**src/rtl/neo_pkg.sv**
```systemverilog
// Shared types and constants for the NeoPixel frame sequencer.
package neo_pkg;

   typedef enum logic [1:0] {
      IDLE = 2'd0,
      LOAD = 2'd1,
      SEND = 2'd2,
      XMIT = 2'd3
   } state_t;

   localparam int NUM_COLORS = 3;

   localparam logic [1:0] COLOR_G = 2'd0;
   localparam logic [1:0] COLOR_R = 2'd1;
   localparam logic [1:0] COLOR_B = 2'd2;

   typedef logic [7:0] level_t;

endpackage

```
**src/rtl/neo_frame_buffer.sv**
```systemverilog
// Staging and active colour buffers. The host writes staging at any time;
// copy_i snapshots staging (including a write in the same cycle) into active,
// which is what the sequencer replays to the strand.
module neo_frame_buffer
   import neo_pkg::*;
#(
   parameter int NUM_PIXELS = 5
) (
   input  logic       clock,
   input  logic       reset,
   input  logic       wr_en_i,
   input  logic [2:0] wr_pixel_i,
   input  logic [1:0] wr_color_i,
   input  level_t     wr_level_i,
   input  logic       copy_i,
   input  logic [2:0] rd_pix_i,
   input  logic [1:0] rd_col_i,
   output level_t     rd_level_o
);

   level_t staging_q [NUM_PIXELS][NUM_COLORS];
   level_t staging_d [NUM_PIXELS][NUM_COLORS];
   level_t active_q  [NUM_PIXELS][NUM_COLORS];

   // Next staging contents; out-of-range pixel or colour matches no entry and is dropped
   always_comb begin
      staging_d = staging_q;
      for (int p = 0; p < NUM_PIXELS; p++) begin
         for (int c = 0; c < NUM_COLORS; c++) begin
            if (wr_en_i && (wr_pixel_i == 3'(p)) && (wr_color_i == 2'(c))) begin
               staging_d[p][c] = wr_level_i;
            end
         end
      end
   end

   // Buffer registers; active takes the post-write staging image on copy
   always_ff @(posedge clock or negedge reset) begin
      if (!reset) begin
         for (int p = 0; p < NUM_PIXELS; p++) begin
            for (int c = 0; c < NUM_COLORS; c++) begin
               staging_q[p][c] <= '0;
               active_q[p][c]  <= '0;
            end
         end
      end else begin
         staging_q <= staging_d;
         if (copy_i) begin
            active_q <= staging_d;
         end
      end
   end

   // Read mux of the active frame by (pixel, colour)
   always_comb begin
      rd_level_o = '0;
      for (int p = 0; p < NUM_PIXELS; p++) begin
         for (int c = 0; c < NUM_COLORS; c++) begin
            if ((rd_pix_i == 3'(p)) && (rd_col_i == 2'(c))) begin
               rd_level_o = active_q[p][c];
            end
         end
      end
   end

endmodule

```
**src/rtl/neo_frame_sequencer.sv**
```systemverilog
// Frame-level controller: replays the committed frame into the strand one
// colour at a time, then requests transmission.
// Optional feature macro: NEO_AUTO_REFRESH_EN (periodic re-send of the active frame).
// Handshake: load_color pulses only in a cycle where ready_to_load is high
// (the strand takes the presented indices/level that cycle); send_it pulses
// only in a cycle where ready_to_send is high. The two never coincide.
module neo_frame_sequencer
   import neo_pkg::*;
#(
   parameter int NUM_PIXELS     = 5,
   parameter int REFRESH_CYCLES = 750000
) (
   input  logic       clock,
   input  logic       reset,
   input  logic       wr_en,
   input  logic [2:0] wr_pixel,
   input  logic [1:0] wr_color,
   input  logic [7:0] wr_level,
   input  logic       commit,
   input  logic       ready_to_load,
   input  logic       ready_to_send,
   output logic [2:0] pixel_index,
   output logic [1:0] color_index,
   output logic [7:0] color_level,
   output logic       load_color,
   output logic       send_it,
   output logic       busy,
   output logic       frame_done,
   output logic [1:0] state_dbg
);

   localparam logic [2:0] LAST_PIX = 3'(NUM_PIXELS - 1);

   state_t     state_q, state_d;
   logic [2:0] pix_q, pix_d;
   logic [1:0] col_q, col_d;
   logic       pending_q, pending_d;
   logic       seen_low_q, seen_low_d;
   logic       copy;
   logic       refresh_fire;
   level_t     rd_level;

   neo_frame_buffer #(
      .NUM_PIXELS (NUM_PIXELS)
   ) u_buffer (
      .clock      (clock),
      .reset      (reset),
      .wr_en_i    (wr_en),
      .wr_pixel_i (wr_pixel),
      .wr_color_i (wr_color),
      .wr_level_i (wr_level),
      .copy_i     (copy),
      .rd_pix_i   (pix_q),
      .rd_col_i   (col_q),
      .rd_level_o (rd_level)
   );

`ifdef NEO_AUTO_REFRESH_EN
   localparam int CNT_W = (REFRESH_CYCLES > 1) ? $clog2(REFRESH_CYCLES) : 1;
   localparam logic [CNT_W-1:0] CNT_LAST = CNT_W'(REFRESH_CYCLES - 1);

   logic [CNT_W-1:0] refresh_cnt_q, refresh_cnt_d;

   // Idle-time counter; restarts from zero whenever the FSM leaves IDLE
   always_comb begin
      refresh_cnt_d = '0;
      if ((state_q == IDLE) && (state_d == IDLE)) begin
         refresh_cnt_d = refresh_cnt_q + 1'b1;
      end
   end

   // Refresh counter register
   always_ff @(posedge clock or negedge reset) begin
      if (!reset) begin
         refresh_cnt_q <= '0;
      end else begin
         refresh_cnt_q <= refresh_cnt_d;
      end
   end

   assign refresh_fire = (state_q == IDLE) && (refresh_cnt_q == CNT_LAST);
`else
   logic unused_refresh_cycles;
   assign unused_refresh_cycles = (REFRESH_CYCLES > 0);
   assign refresh_fire          = 1'b0;
`endif

   // Sequencer state, load cursor, pending-commit and send-release flags
   always_ff @(posedge clock or negedge reset) begin
      if (!reset) begin
         state_q    <= IDLE;
         pix_q      <= '0;
         col_q      <= COLOR_G;
         pending_q  <= 1'b0;
         seen_low_q <= 1'b0;
      end else begin
         state_q    <= state_d;
         pix_q      <= pix_d;
         col_q      <= col_d;
         pending_q  <= pending_d;
         seen_low_q <= seen_low_d;
      end
   end

   // Next-state and strobe logic
   always_comb begin
      state_d    = state_q;
      pix_d      = pix_q;
      col_d      = col_q;
      pending_d  = pending_q;
      seen_low_d = seen_low_q;
      copy       = 1'b0;
      load_color = 1'b0;
      send_it    = 1'b0;
      frame_done = 1'b0;

      // Any number of commits during a frame collapse into one follow-up frame
      if ((state_q != IDLE) && commit) begin
         pending_d = 1'b1;
      end

      case (state_q)
         IDLE: begin
            if (commit || pending_q) begin
               copy      = 1'b1;
               pending_d = 1'b0;
               pix_d     = '0;
               col_d     = COLOR_G;
               state_d   = LOAD;
            end else if (refresh_fire) begin
               pix_d   = '0;
               col_d   = COLOR_G;
               state_d = LOAD;
            end
         end
         LOAD: begin
            load_color = ready_to_load;
            if (ready_to_load) begin
               if (col_q == COLOR_B) begin
                  col_d = COLOR_G;
                  if (pix_q == LAST_PIX) begin
                     state_d = SEND;
                  end else begin
                     pix_d = pix_q + 1'b1;
                  end
               end else begin
                  col_d = col_q + 1'b1;
               end
            end
         end
         SEND: begin
            if (ready_to_send) begin
               send_it    = 1'b1;
               seen_low_d = 1'b0;
               state_d    = XMIT;
            end
         end
         XMIT: begin
            // Strand must first drop ready_to_send, then become loadable again
            if (!ready_to_send) begin
               seen_low_d = 1'b1;
            end
            if ((seen_low_q || !ready_to_send) && ready_to_load) begin
               frame_done = 1'b1;
               state_d    = IDLE;
            end
         end
         default: state_d = IDLE;
      endcase
   end

   assign pixel_index = (state_q == LOAD) ? pix_q    : 3'd0;
   assign color_index = (state_q == LOAD) ? col_q    : 2'd0;
   assign color_level = (state_q == LOAD) ? rd_level : 8'd0;
   assign busy        = (state_q != IDLE);
   assign state_dbg   = state_q;

endmodule

```
**config.mk**
```make
export PLATFORM = sky130hd
export DESIGN_NAME = neo_frame_sequencer
export DESIGN_NICKNAME = d
export VERILOG_FILES = /design/src/rtl/neo_pkg.sv /design/src/rtl/neo_frame_buffer.sv /design/src/rtl/neo_frame_sequencer.sv
export SDC_FILE = /design/constraint.sdc
export NUM_CORES = 1
export LEC_CHECK = 0
export ABC_CLOCK_PERIOD_IN_PS = 5500
export CORE_MARGIN = 2
export CORE_UTILIZATION = 55
export DETAILED_ROUTE_END_ITERATION = 8
export DONT_BUFFER_PORTS = 1
export PLACE_DENSITY = 0.68
export SLEW_MARGIN = 20
export SYNTH_ARGS = -nofsm -noshare
export SYNTH_HDL_FRONTEND = slang
export SYNTH_SLANG_ARGS = --single-unit
```
**constraint.sdc**
```tcl
create_clock -name clock -period 5.5 [get_ports clock]
set_input_delay 1.375 -clock clock [delete_from_list [all_inputs] [get_ports clock]]
set_output_delay 1.375 -clock clock [all_outputs]
set_load 0.02 [all_outputs]
```
==> results of run 1 <==
[cell usage after synthesis, types with 3 or more instances]
cell type and count:
a211oi_1 5, and3_1 5, buf_2 20, buf_1 3, mux2_2 225, clkbuf_1 30
ha_1 9, nor2_1 27, o221ai_1 3, nand2b_1 11, nor2b_1 11, o211ai_1 5
o21bai_1 6, a31oi_1 8, nand3_1 12, dfrtp_1 249, a22oi_1 6, nand2_2 3
inv_1 15, mux2i_1 11, a21boi_0 3, nor3_1 3, nand3b_1 4, mux2_1 16
a21oi_1 24, o2bb2ai_1 7, nand2_1 38, a22o_1 7, o22ai_1 11, o32ai_1 3
and2_1 7, o21ai_0 27, a221o_1 3
[stage by stage]
| step | total power [µW] | hold WS, ns | cells |
|---|---|---|---|
| finish | 6360 | 0.482 | 1113 |
| global route | 6690 | 0.503 | 1113 |
| CTS | 6390 | 0.483 | 1113 |
| detailed placement | 4650 | 0.469 | 1066 |
| global placement | 4540 | 0.461 | 1066 |
| floorplan | 4130 | 0.451 | 849 |
[cells in the final DEF (no fill, tap or decap), drive strengths merged, types with 3 or more instances in the layout]
cell type,count
a221o,3
clkbuf,36
clkinv,5
nand3,12
and3,5
a31oi,8
inv,16
o221ai,3
a22o,7
o2bb2ai,7
a211oi,5
a22oi,6
o32ai,3
nand2b,11
dfrtp,249
mux2,241
ha,9
nor2b,11
and2,7
nand3b,6
nor3,4
nand2,41
a21boi,3
a21oi,24
o211ai,5
nor2,28
o21bai,6
buf,5
mux2i,11
o21ai,27
o22ai,11
nor3b,3
clkinvlp,3
[worst register-to-register path: cells and delay by family, from the launching register on]
kind / cells / cell delay (ns)
AO/OA/AOI/OAI: 3 / 1.27
buffers and inverters: 2 / 0.41
AND/OR/NAND/NOR: 1 / 0.23
flip-flops: 1 / 0.52
adder cells (fa/ha/maj): 1 / 0.41
[logic make-up after synthesis]
family          Yosys count
mux                     252
flops                   249
compound gates          140
simple gates            131
buf+inv                  68
fa+ha+maj                 9
[power by group through the flow]
stage	logic, µW	registers (µW)	clock network [µW]
2_1_floorplan	1540	2590	0
3_3_place_gp	1730	2810	0
3_5_place_dp	1810	2830	0
4_1_cts	1820	2800	1770
5_1_grt	1970	2860	1860
6_report	1820	2810	1740
[cell type report]
type	count	share of cell area [%]
Clock buffer	36	6.10
Clock inverter	11	1.01
Inverter	15	0.464
Multi-Input combinational cell	532	37.9
Sequential cell	249	51.4
Tap cell	265	2.73
Timing Repair Buffer	5	0.413
[final timing paths]
kind / end / startpoint / cells past startpoint
min in group asynchronous: u_buffer.active_q[6]$_DFFE_PN0P_ / reset / 0
setup / recovery: color_level[4] / col_q[1]$_DFFE_PN0P_ / 5
setup reg to reg: pix_q[0]$_DFFE_PN0P_ / state_dbg[1]$_DFFE_PN0P_ / 7
hold / removal: u_buffer.staging_q[39]$_DFF_PN0_ / u_buffer.staging_q[39]$_DFF_PN0_ / 1
hold reg to reg: u_buffer.staging_q[39]$_DFF_PN0_ / u_buffer.staging_q[39]$_DFF_PN0_ / 1
max in group asynchronous: col_q[1]$_DFFE_PN0P_ / reset / 0
[registers in the layout, indices dropped and copies added, names as in the netlist]
signal              count
state_dbg               2
u_buffer.active_q     120
pending_q               1
seen_low_q              1
col_q                   2
u_buffer.staging_q    120
pix_q                   3
[layer usage]
metal	global-route usage, %	wire length (µm)	vias to the layer above
li1	-	-	3032
met1	34.0	11000	3636
met2	41.4	12600	235
met3	4.73	1730	41
met4	6.07	547	0
met5	0	0	-
==> flow_summary.json, run 1 <==
{
  "status": "completed",
  "dieArea_mm2": 0.0213,
  "n_fill_cell": 1566,
  "dpl.hpwl_um": 17800,
  "worst_slack_ns": 0.700,
  "ys_top_cells_by_area": "dfrtp_1 (56%), mux2_2 (23%), mux2_1 (1.6%), nand2_1 (1.3%), o21ai_0 (1.2%)",
  "critPathMaxFanout": 56,
  "synth_warnings": 0,
  "hold_viol_final": 0,
  "rsz0062_at_grt": "false",
  "async_flop_share_pct": 100,
  "die_x_um": 146,
  "switching_share_pct": 31.7,
  "slew_viol_final": 0,
  "fp.dieH_um": 146,
  "synth_nets": 877,
  "rows": 51,
  "synth_edf_count": 0,
  "grt_max_degree": 250,
  "hold_path.class": "flop to flop",
  "ys.flop_type": "dfrtp_1",
  "cp_top_family": "simple AND/OR/NAND/NOR gates",
  "port_buffers": 0,
  "track_usage_pct": 24.8,
  "arrival_ns": 3.43,
  "ctsHoldBuffers": 0,
  "cts_resized": 0,
  "first_iter_violations": 575,
  "cts_tree": "yes",
  "synth_fa_ha_area_share_pct": 1.02,
  "viasPerCell": 6.24,
  "clock_skew_ns": 0.0150,
  "fmax_ghz": 0.208,
  "crit_top_cell": "o211ai_1",
  "n_antenna_cell": 0,
  "coreArea_mm2": 0.0197,
  "path_class": "flop to primary output",
  "cp-end-kind": "primary output",
  "grt_overflow": 0,
  "io_pins": 38,
  "final_antenna_net_count": 0,
  "fin_util_pct": 61.7,
  "critPathMaxStageDelay_ns": 0.97,
  "clk_latency_ns": 0.53,
  "setup_violations": 0,
  "power.share.clock_pct": 27.3,
  "muxShareOfSynthArea_pct": 25.5,
  "synth-compound-area-share_pct": 8.73,
  "antenna_found_initial": 0,
  "clk_pin_slew_ns": 0.06,
  "crit_chain": "nor2b_2, nand3_1, o211ai_1, o211ai_1, a31oi_1",
  "finalCritPeriodShare_pct": 87.3,
  "netlist.area_leader.share_pct": 56.2,
  "cts_root_buf": "clkbuf_16",
  "crit_required_ns": 4.12,
  "ys_seq_area_share_pct": 56.2,
  "combPwrFrac_pct": 28.6,
  "synth_cells": 849,
  "start_util_pct": 56.4,
  "via_count": 6944,
  "gp_congestion": 0.905,
  "ys_seq_elements": 249,
  "ys_types": 57,
  "fin_nets": 857,
  "maxCapViolCount": 0,
  "synth_area_mm2": 0.0111,
  "firstDrtPassIters": 5,
  "cts_buffer_depth": 3,
  "synth_top_cell_by_area": "dfrtp_1",
  "grt_pass1_vias": 7299,
  "postCtsSetupBuffers": 0,
  "layout-drive-gt1-share_pct": 33.8,
  "p_switching_uw": 2020,
  "relSlewSlack_pct": 33.2,
  "power_density_mw_per_mm2": 525,
  "routed_wl_um": 25800,
  "cp_num_buf_inv": 0,
  "drc": 0,
  "internal_power_uw": 4340,
  "wl_per_cell_um": 23.2,
  "leakage_uw": 0.00547,
  "synth_xor_area_share_pct": 0,
  "grt_pass1_wl_um": 41600,
  "r2r_slack_ns": 2.57,
  "critPathSlowestCell": "dfrtp_2",
  "multi_input_area_mm2": 0.00459,
  "tns_ns": 0,
  "clock_sinks": 249,
  "fin_area_mm2": 0.0121,
  "peakVddDrop_mv": 0.447,
  "tightest_slew_ns": 0.998,
  "placed_area_mm2": 0.0113,
  "avgSynthCellArea_um2": 13.1,
  "fin_crit_ns": 4.80,
  "htreeDepth": 1,
  "regArea_mm2": 0.00623,
  "synth_top_family_by_area": "multiplexers",
  "cts_made_buffers": 26,
  "pre_cts_ws_ns": 1.29,
  "worstSetupStartpointType": "flop",
  "synthToLayoutAreaGrowth_pct": 9.34,
  "pwr-share-seq_pct": 44.1,
  "yosys.area_share.simple_pct": 6.07
}
Power figures use the tool's default switching activity.
==> inputs of run 2 (changes only) <==
--- a/config.mk
+++ b/config.mk
@@ -6,11 +6,11 @@
 export NUM_CORES = 1
 export LEC_CHECK = 0
 export ABC_CLOCK_PERIOD_IN_PS = 5500
+export BUFFER_PORTS_ARGS = -buffer_cell sky130_fd_sc_hd__buf_2
 export CORE_MARGIN = 2
 export CORE_UTILIZATION = 55
 export DETAILED_ROUTE_END_ITERATION = 8
-export DONT_BUFFER_PORTS = 1
-export PLACE_DENSITY = 0.68
+export PLACE_DENSITY = 0.7
 export SLEW_MARGIN = 20
 export SYNTH_ARGS = -nofsm -noshare
 export SYNTH_HDL_FRONTEND = slang
==> run 2 against run 1 <==
Combinational power grew 5%. Non-clock buffer count grew 39. Clock skew decreased by 0.0071 ns. Fmax shrank 1.2%. Sequential power grew 1%. Sequential cell count stayed put. Sequential share of layout area is 0.84 points lower. First-iteration DRC count shrank 2.3%. Count of clock-buffer cells in the layout increased by 2. Critical path depth is 1 higher.
==> flow_summary.json, run 2 (synthesized netlist as in run 1, its figures left out) <==
{
  "coreArea_mm2": 0.0197,
  "maxCapViolCount": 0,
  "rows": 51,
  "grt_max_degree": 128,
  "port_buffers": 37,
  "dieArea_mm2": 0.0213,
  "finalCritPeriodShare_pct": 88.3,
  "drc": 0,
  "power.total_uw": 6460,
  "track_usage_pct": 25.5,
  "power.share.clock_pct": 26.4,
  "slew_viol_final": 0,
  "worstSetupStartpointType": "flop",
  "gp_congestion": 0.917,
  "pwr-share-seq_pct": 44.1,
  "layout_commonest_cell": "dfrtp_1",
  "hold_path.class": "flop to flop",
  "fin_area_mm2": 0.0123,
  "start_util_pct": 56.4,
  "antenna_found_initial": 0,
  "leakage_uw": 0.00566,
  "cts_made_buffers": 26,
  "tns_ns": 0,
  "layout-drive-gt1-share_pct": 36.6,
  "fp.dieH_um": 146,
  "final_antenna_net_count": 0,
  "fmax_ghz": 0.206,
  "ctsHoldBuffers": 0,
  "n_antenna_cell": 0,
  "viasPerCell": 6.19,
  "dp.cells": 1105,
  "arrival_ns": 3.48,
  "clock_sinks": 249,
  "wl_per_cell_um": 23.4,
  "grt_pass1_vias": 7542,
  "placed_area_mm2": 0.0115,
  "tightest_slew_ns": 1.07,
  "cp-end-kind": "primary output",
  "status": "completed",
  "switching_share_pct": 32.6,
  "relSlewSlack_pct": 28.4,
  "io_pins": 38,
  "clk_pin_slew_ns": 0.06,
  "critPathMaxFanout": 59,
  "first_iter_violations": 562,
  "fin_nets": 896,
  "grt_overflow": 0,
  "combPwrFrac_pct": 29.5,
  "firstDrtPassIters": 5,
  "grt_pass1_wl_um": 42500,
  "htreeDepth": 1,
  "pre_cts_ws_ns": 1.33,
  "via_count": 7126,
  "final_cell_mix": "dfrtp_1 (247), mux2_2 (225), nand2_1 (38)",
  "postCtsSetupBuffers": 0,
  "cts_resized": 0,
  "fin_crit_ns": 4.86,
  "internal_power_uw": 4350,
  "p_switching_uw": 2100,
  "reg_top3": "u_buffer.active_q: 120 flops, u_buffer.staging_q: 120 flops, pix_q: 3 flops",
  "stdcell_count": 1152,
  "clock_skew_ns": 0.00783,
  "power_density_mw_per_mm2": 524,
  "clk_latency_ns": 0.52,
  "cts_buffer_depth": 3,
  "cts_root_buf": "clkbuf_16",
  "routed_wl_um": 27000,
  "path_class": "flop to primary output",
  "peakVddDrop_mv": 0.378,
  "hold_viol_final": 0,
  "crit_required_ns": 4.12,
  "cts_tree": "yes",
  "setup_violations": 0,
  "die_x_um": 146,
  "dpl.hpwl_um": 18300,
  "synthToLayoutAreaGrowth_pct": 11.2,
  "worst_slack_ns": 0.643,
  "rsz0062_at_grt": "false"
}
## run 2: cell types whose count changed in the layout (fill, tap and decap cells not counted), sizes merged
| cell | delta |
|---|---|
| bufinv | -1 |
| clkinvlp | -2 |
| clkinv | +1 |
| clkbuf | +2 |
| buf | +39 |
## run 2: routing by layer
layer	share of wire (%)	track usage (%)
met2	47	41.0
met4	3.1	8.74
met1	43	35.0
met3	6.8	5.36
met5	0	0
## run 2: worst max-delay path, cell delays in order (launching register included)
cell and delay (ns):
dfrtp_2 1.08, nand2b_1 0.61, nand2_1 0.15, a22oi_1 0.43, a221oi_1 0.20, a21oi_1 0.27
buf_2 0.21
## run 2: cell type report
type,instances,area [µm²]
Clock inverter,9,76.3
Timing Repair Buffer,44,273
Tap cell,265,332
Multi-Input combinational cell,532,4590
Sequential cell,249,6230
Fill cell,1542,7330
Clock buffer,38,767
Inverter,15,56.3
## run 2: through the flow
step           hold WS [ns]  utilization, %
4_1_cts               0.482            62.7
3_3_place_gp          0.462            58.4
2_1_floorplan         0.451               -
5_1_grt               0.493            62.7
3_5_place_dp          0.467            58.4
6_report              0.486            62.7
## run 2: worst paths after layout
path / from / to / slack (ns) / cells after the start
worst max-delay path: col_q[0]$_DFFE_PN0P_ / color_level[2] / 0.64 / 6
worst min-delay path: u_buffer.staging_q[35]$_DFF_PN0_ / u_buffer.staging_q[35]$_DFF_PN0_ / 0.49 / 1
worst max register to register: col_q[1]$_DFFE_PN0P_ / state_dbg[1]$_DFFE_PN0P_ / 2.82 / 5
worst min register to register: u_buffer.staging_q[35]$_DFF_PN0_ / u_buffer.staging_q[35]$_DFF_PN0_ / 0.49 / 1
max in group asynchronous: reset / col_q[1]$_DFFE_PN0P_ / 3.60 / 2
min in group asynchronous: reset / u_buffer.staging_q[5]$_DFF_PN0_ / 0.80 / 1
## run 2: power groups by stage
stage          combinational [µW]  sequential [µW]  clock, µW
2_1_floorplan                1540             2590          0
3_3_place_gp                 1810             2840          0
3_5_place_dp                 1890             2860          0
4_1_cts                      1890             2830       1730
5_1_grt                      2060             2900       1830
6_report                     1910             2850       1710
==> inputs of run 3 (changes only) <==
--- a/config.mk
+++ b/config.mk
@@ -5,13 +5,16 @@
 export SDC_FILE = /design/constraint.sdc
 export NUM_CORES = 1
 export LEC_CHECK = 0
+export ABC_AREA = 1
 export ABC_CLOCK_PERIOD_IN_PS = 5500
 export BUFFER_PORTS_ARGS = -buffer_cell sky130_fd_sc_hd__buf_2
 export CORE_MARGIN = 2
 export CORE_UTILIZATION = 55
 export DETAILED_ROUTE_END_ITERATION = 8
 export PLACE_DENSITY = 0.7
+export RECOVER_POWER = 100
 export SLEW_MARGIN = 20
 export SYNTH_ARGS = -nofsm -noshare
 export SYNTH_HDL_FRONTEND = slang
 export SYNTH_SLANG_ARGS = --single-unit
+export TNS_END_PERCENT = 100
==> run 3 against run 2 <==
The flow now finishes with violations (capacitance limit, slew limit). Sequential cell count did not move. Sequential power fell by 9.1%. Clock skew rose by 0.00069 ns. Cell area fell by 3.5%. Highest routed layer unchanged. Wire length fell by 6.0%. First-iteration DRC count rose by 19%. Critical endpoint is now color_level[5].
==> flow_summary.json, run 3 <==
{
  "status": "finished, violations left",
  "violations": "capacitance limit, slew limit",
  "worstSetupStartpointType": "flop",
  "die_x_um": 144,
  "avgSynthCellArea_um2": 9.10,
  "setup_violations": 0,
  "synth_nets": 1213,
  "track_usage_pct": 25.7,
  "coreArea_mm2": 0.0193,
  "cts_resized": 0,
  "r2r_slack_ns": 3.07,
  "layout-drive-gt1-share_pct": 11.2,
  "synthToLayoutAreaGrowth_pct": 10.3,
  "fmax_ghz": 0.203,
  "synth_warnings": 0,
  "grt_pass1_wl_um": 41400,
  "first_iter_violations": 666,
  "peakVddDrop_mv": 0.490,
  "fin_crit_ns": 4.92,
  "netlist.area_leader.share_pct": 57.8,
  "placed_area_mm2": 0.0112,
  "clk_pin_slew_ns": 0.06,
  "final_cell_mix": "nand2_1 (317), dfrtp_1 (249), o21ai_0 (222)",
  "fin_nets": 1233,
  "cp-end-kind": "primary output",
  "ys.flop_type": "dfrtp_1",
  "gr-usage-met3_pct": 3.28,
  "ys_seq_area_share_pct": 57.8,
  "synthTopCellsByCount": "nand2_1 (315), dfrtp_1 (249), o21ai_0 (220)",
  "port_buffers": 37,
  "timing.rr.start": "col_q[1]$_DFFE_PN0P_",
  "yosys.cell_count.top_type": "nand2_1",
  "synth_area_mm2": 0.0108,
  "firstDrtPassIters": 5,
  "drc": 0,
  "critPathMaxFanout": 11,
  "clock_skew_ns": 0.00852,
  "arrival_ns": 3.55,
  "gr-usage-met1_pct": 39.6,
  "fin_util_pct": 61.5,
  "cts_root_buf": "clkbuf_16",
  "clk_latency_ns": 0.53,
  "synth_cells": 1185,
  "rows": 51,
  "wl_per_cell_um": 17.1,
  "finalCritPeriodShare_pct": 89.5,
  "path_class": "flop to primary output",
  "cts_buffer_depth": 3,
  "crit_required_ns": 4.12,
  "grt_overflow": 0,
  "start_util_pct": 55.8,
  "r2r_end": "state_dbg[0]$_DFFE_PN0P_",
  "rsz0062_at_grt": "false",
  "via_count": 8007,
  "hold_viol_final": 0,
  "tns_ns": 0,
  "ys_types": 31,
  "relSlewSlack_pct": -102,
  "postCtsSetupBuffers": 0,
  "worstHoldEndpoint": "u_buffer.staging_q[76]$_DFF_PN0_",
  "ys_top_cells_by_area": "dfrtp_1 (58%), nand2_1 (11%), o21ai_0 (10%), mux2_2 (6.1%), inv_1 (4.5%)",
  "gp_congestion": 0.899,
  "cts_made_buffers": 26,
  "antenna_found_initial": 0,
  "clock_sinks": 249,
  "fp.dieH_um": 144,
  "leakage_uw": 0.00567,
  "final_antenna_net_count": 0,
  "tightest_slew_ns": 3.04,
  "grt_max_degree": 124,
  "routed_wl_um": 25400,
  "ys_seq_elements": 249,
  "grt_pass1_vias": 7763,
  "rr_worst_depth": 7,
  "async_flop_share_pct": 100,
  "hold_path.class": "flop to flop",
  "layout_commonest_cell": "nand2_1",
  "slew_viol_final": 124,
  "ctsHoldBuffers": 0,
  "use_met2_pct": 39.0,
  "synth_top_cell_by_area": "dfrtp_1",
  "hold_start": "u_buffer.staging_q[76]$_DFF_PN0_",
  "htreeDepth": 1,
  "dieArea_mm2": 0.0208,
  "viasPerCell": 5.38,
  "maxCapViolCount": 1,
  "busiest_layer": "met1",
  "fin_area_mm2": 0.0119,
  "hold_depth": 2,
  "power_density_mw_per_mm2": 514,
  "synth_edf_count": 0,
  "dpl.hpwl_um": 15900,
  "cts_tree": "yes",
  "reg_top3": "u_buffer.active_q: 120 flops, u_buffer.staging_q: 120 flops, pix_q: 3 flops",
  "io_pins": 38
}
-- run 3: cell count changes in the layout (fill, tap and decap cells not counted), sizes merged, moves of 10 or more --
cell	previous run	this run
nand2	41	320
o21ai	27	231
mux2	241	58
nand2b	11	0
nand3	12	53
inv	16	138
clkbuf	38	60
nor2b	11	0
mux2i	11	0
buf	44	21
o22ai	11	1
-- run 3: logic make-up (layout without fill, tap and decap cells) --
family | Yosys count | after routing | synth area share, %
mux | 58 | 58 | 6.05
other cells | 0 | 1 | 0
buf+inv | 190 | 228 | 6.76
simple gates | 409 | 409 | 15.7
flops | 249 | 249 | 57.8
fa+ha+maj | 9 | 9 | 1.04
compound gates | 270 | 270 | 12.7
-- run 3: layer usage --
layer	routed length (µm)	share of wire (%)
met4	539	2.1
met2	11400	45
met1	12100	47
met3	1390	5.5
met5	0	0
-- run 3: worst max-delay path by stage --
stage                              start             end  slack (ns)
floorplan           pix_q[0]$_DFFE_PN0P_  color_level[0]        1.90
CTS                 pix_q[0]$_DFFE_PN0P_  color_level[5]        0.66
global route        pix_q[0]$_DFFE_PN0P_  color_level[5]        0.27
global placement    pix_q[0]$_DFFE_PN0P_  color_level[5]        1.35
finish              pix_q[0]$_DFFE_PN0P_  color_level[5]        0.58
detailed placement  pix_q[0]$_DFFE_PN0P_  color_level[5]        1.24
-- run 3: metrics by stage --
| stage | total power, µW | worst slack, ns | hold WS [ns] | instances |
|---|---|---|---|---|
| floorplan | 3970 | 1.90 | 0.453 | 1185 |
| global placement | 4470 | 1.35 | 0.468 | 1442 |
| detailed placement | 4530 | 1.24 | 0.477 | 1442 |
| CTS | 6150 | 0.661 | 0.492 | 1488 |
| global route | 6530 | 0.272 | 0.514 | 1488 |
| finish | 6110 | 0.579 | 0.489 | 1489 |
-- run 3: area by class of cell --
class                   instances  area [µm²]
diodes                          1        2.50
clock buffers                  38         727
clock inverters                 8        42.5
fillers                      1696        7440
inverters                     139         524
multi-input cells             746        3820
flip-flops and latches        249        6230
well taps                     265         332
repair buffers                 43         216
-- run 3: report_power, final --
part | internal, µW | total [µW] | switching [µW]
sequential | 2370 | 2590 | 216
clock | 913 | 1610 | 696
combinational | 670 | 1920 | 1250
total | 3950 | 6110 | 2160
-- run 3: critical path, cell delays in order (launching register included) --
cell and delay, ns:
dfrtp_1 0.41, inv_1 0.13, ha_1 0.23, inv_1 0.05, nor2_1 0.50, nand2_1 0.21
o211ai_1 0.21, nand2_1 0.09, nand2_1 0.09, nand2_1 0.06, nand2_1 0.07, nand2_1 0.05
nand3_1 0.08, nand3_1 0.10, nand3_1 0.11, nand3_1 0.08, nand2_1 0.10, nand2_1 0.07
a21oi_1 0.13, clkbuf_1 0.25
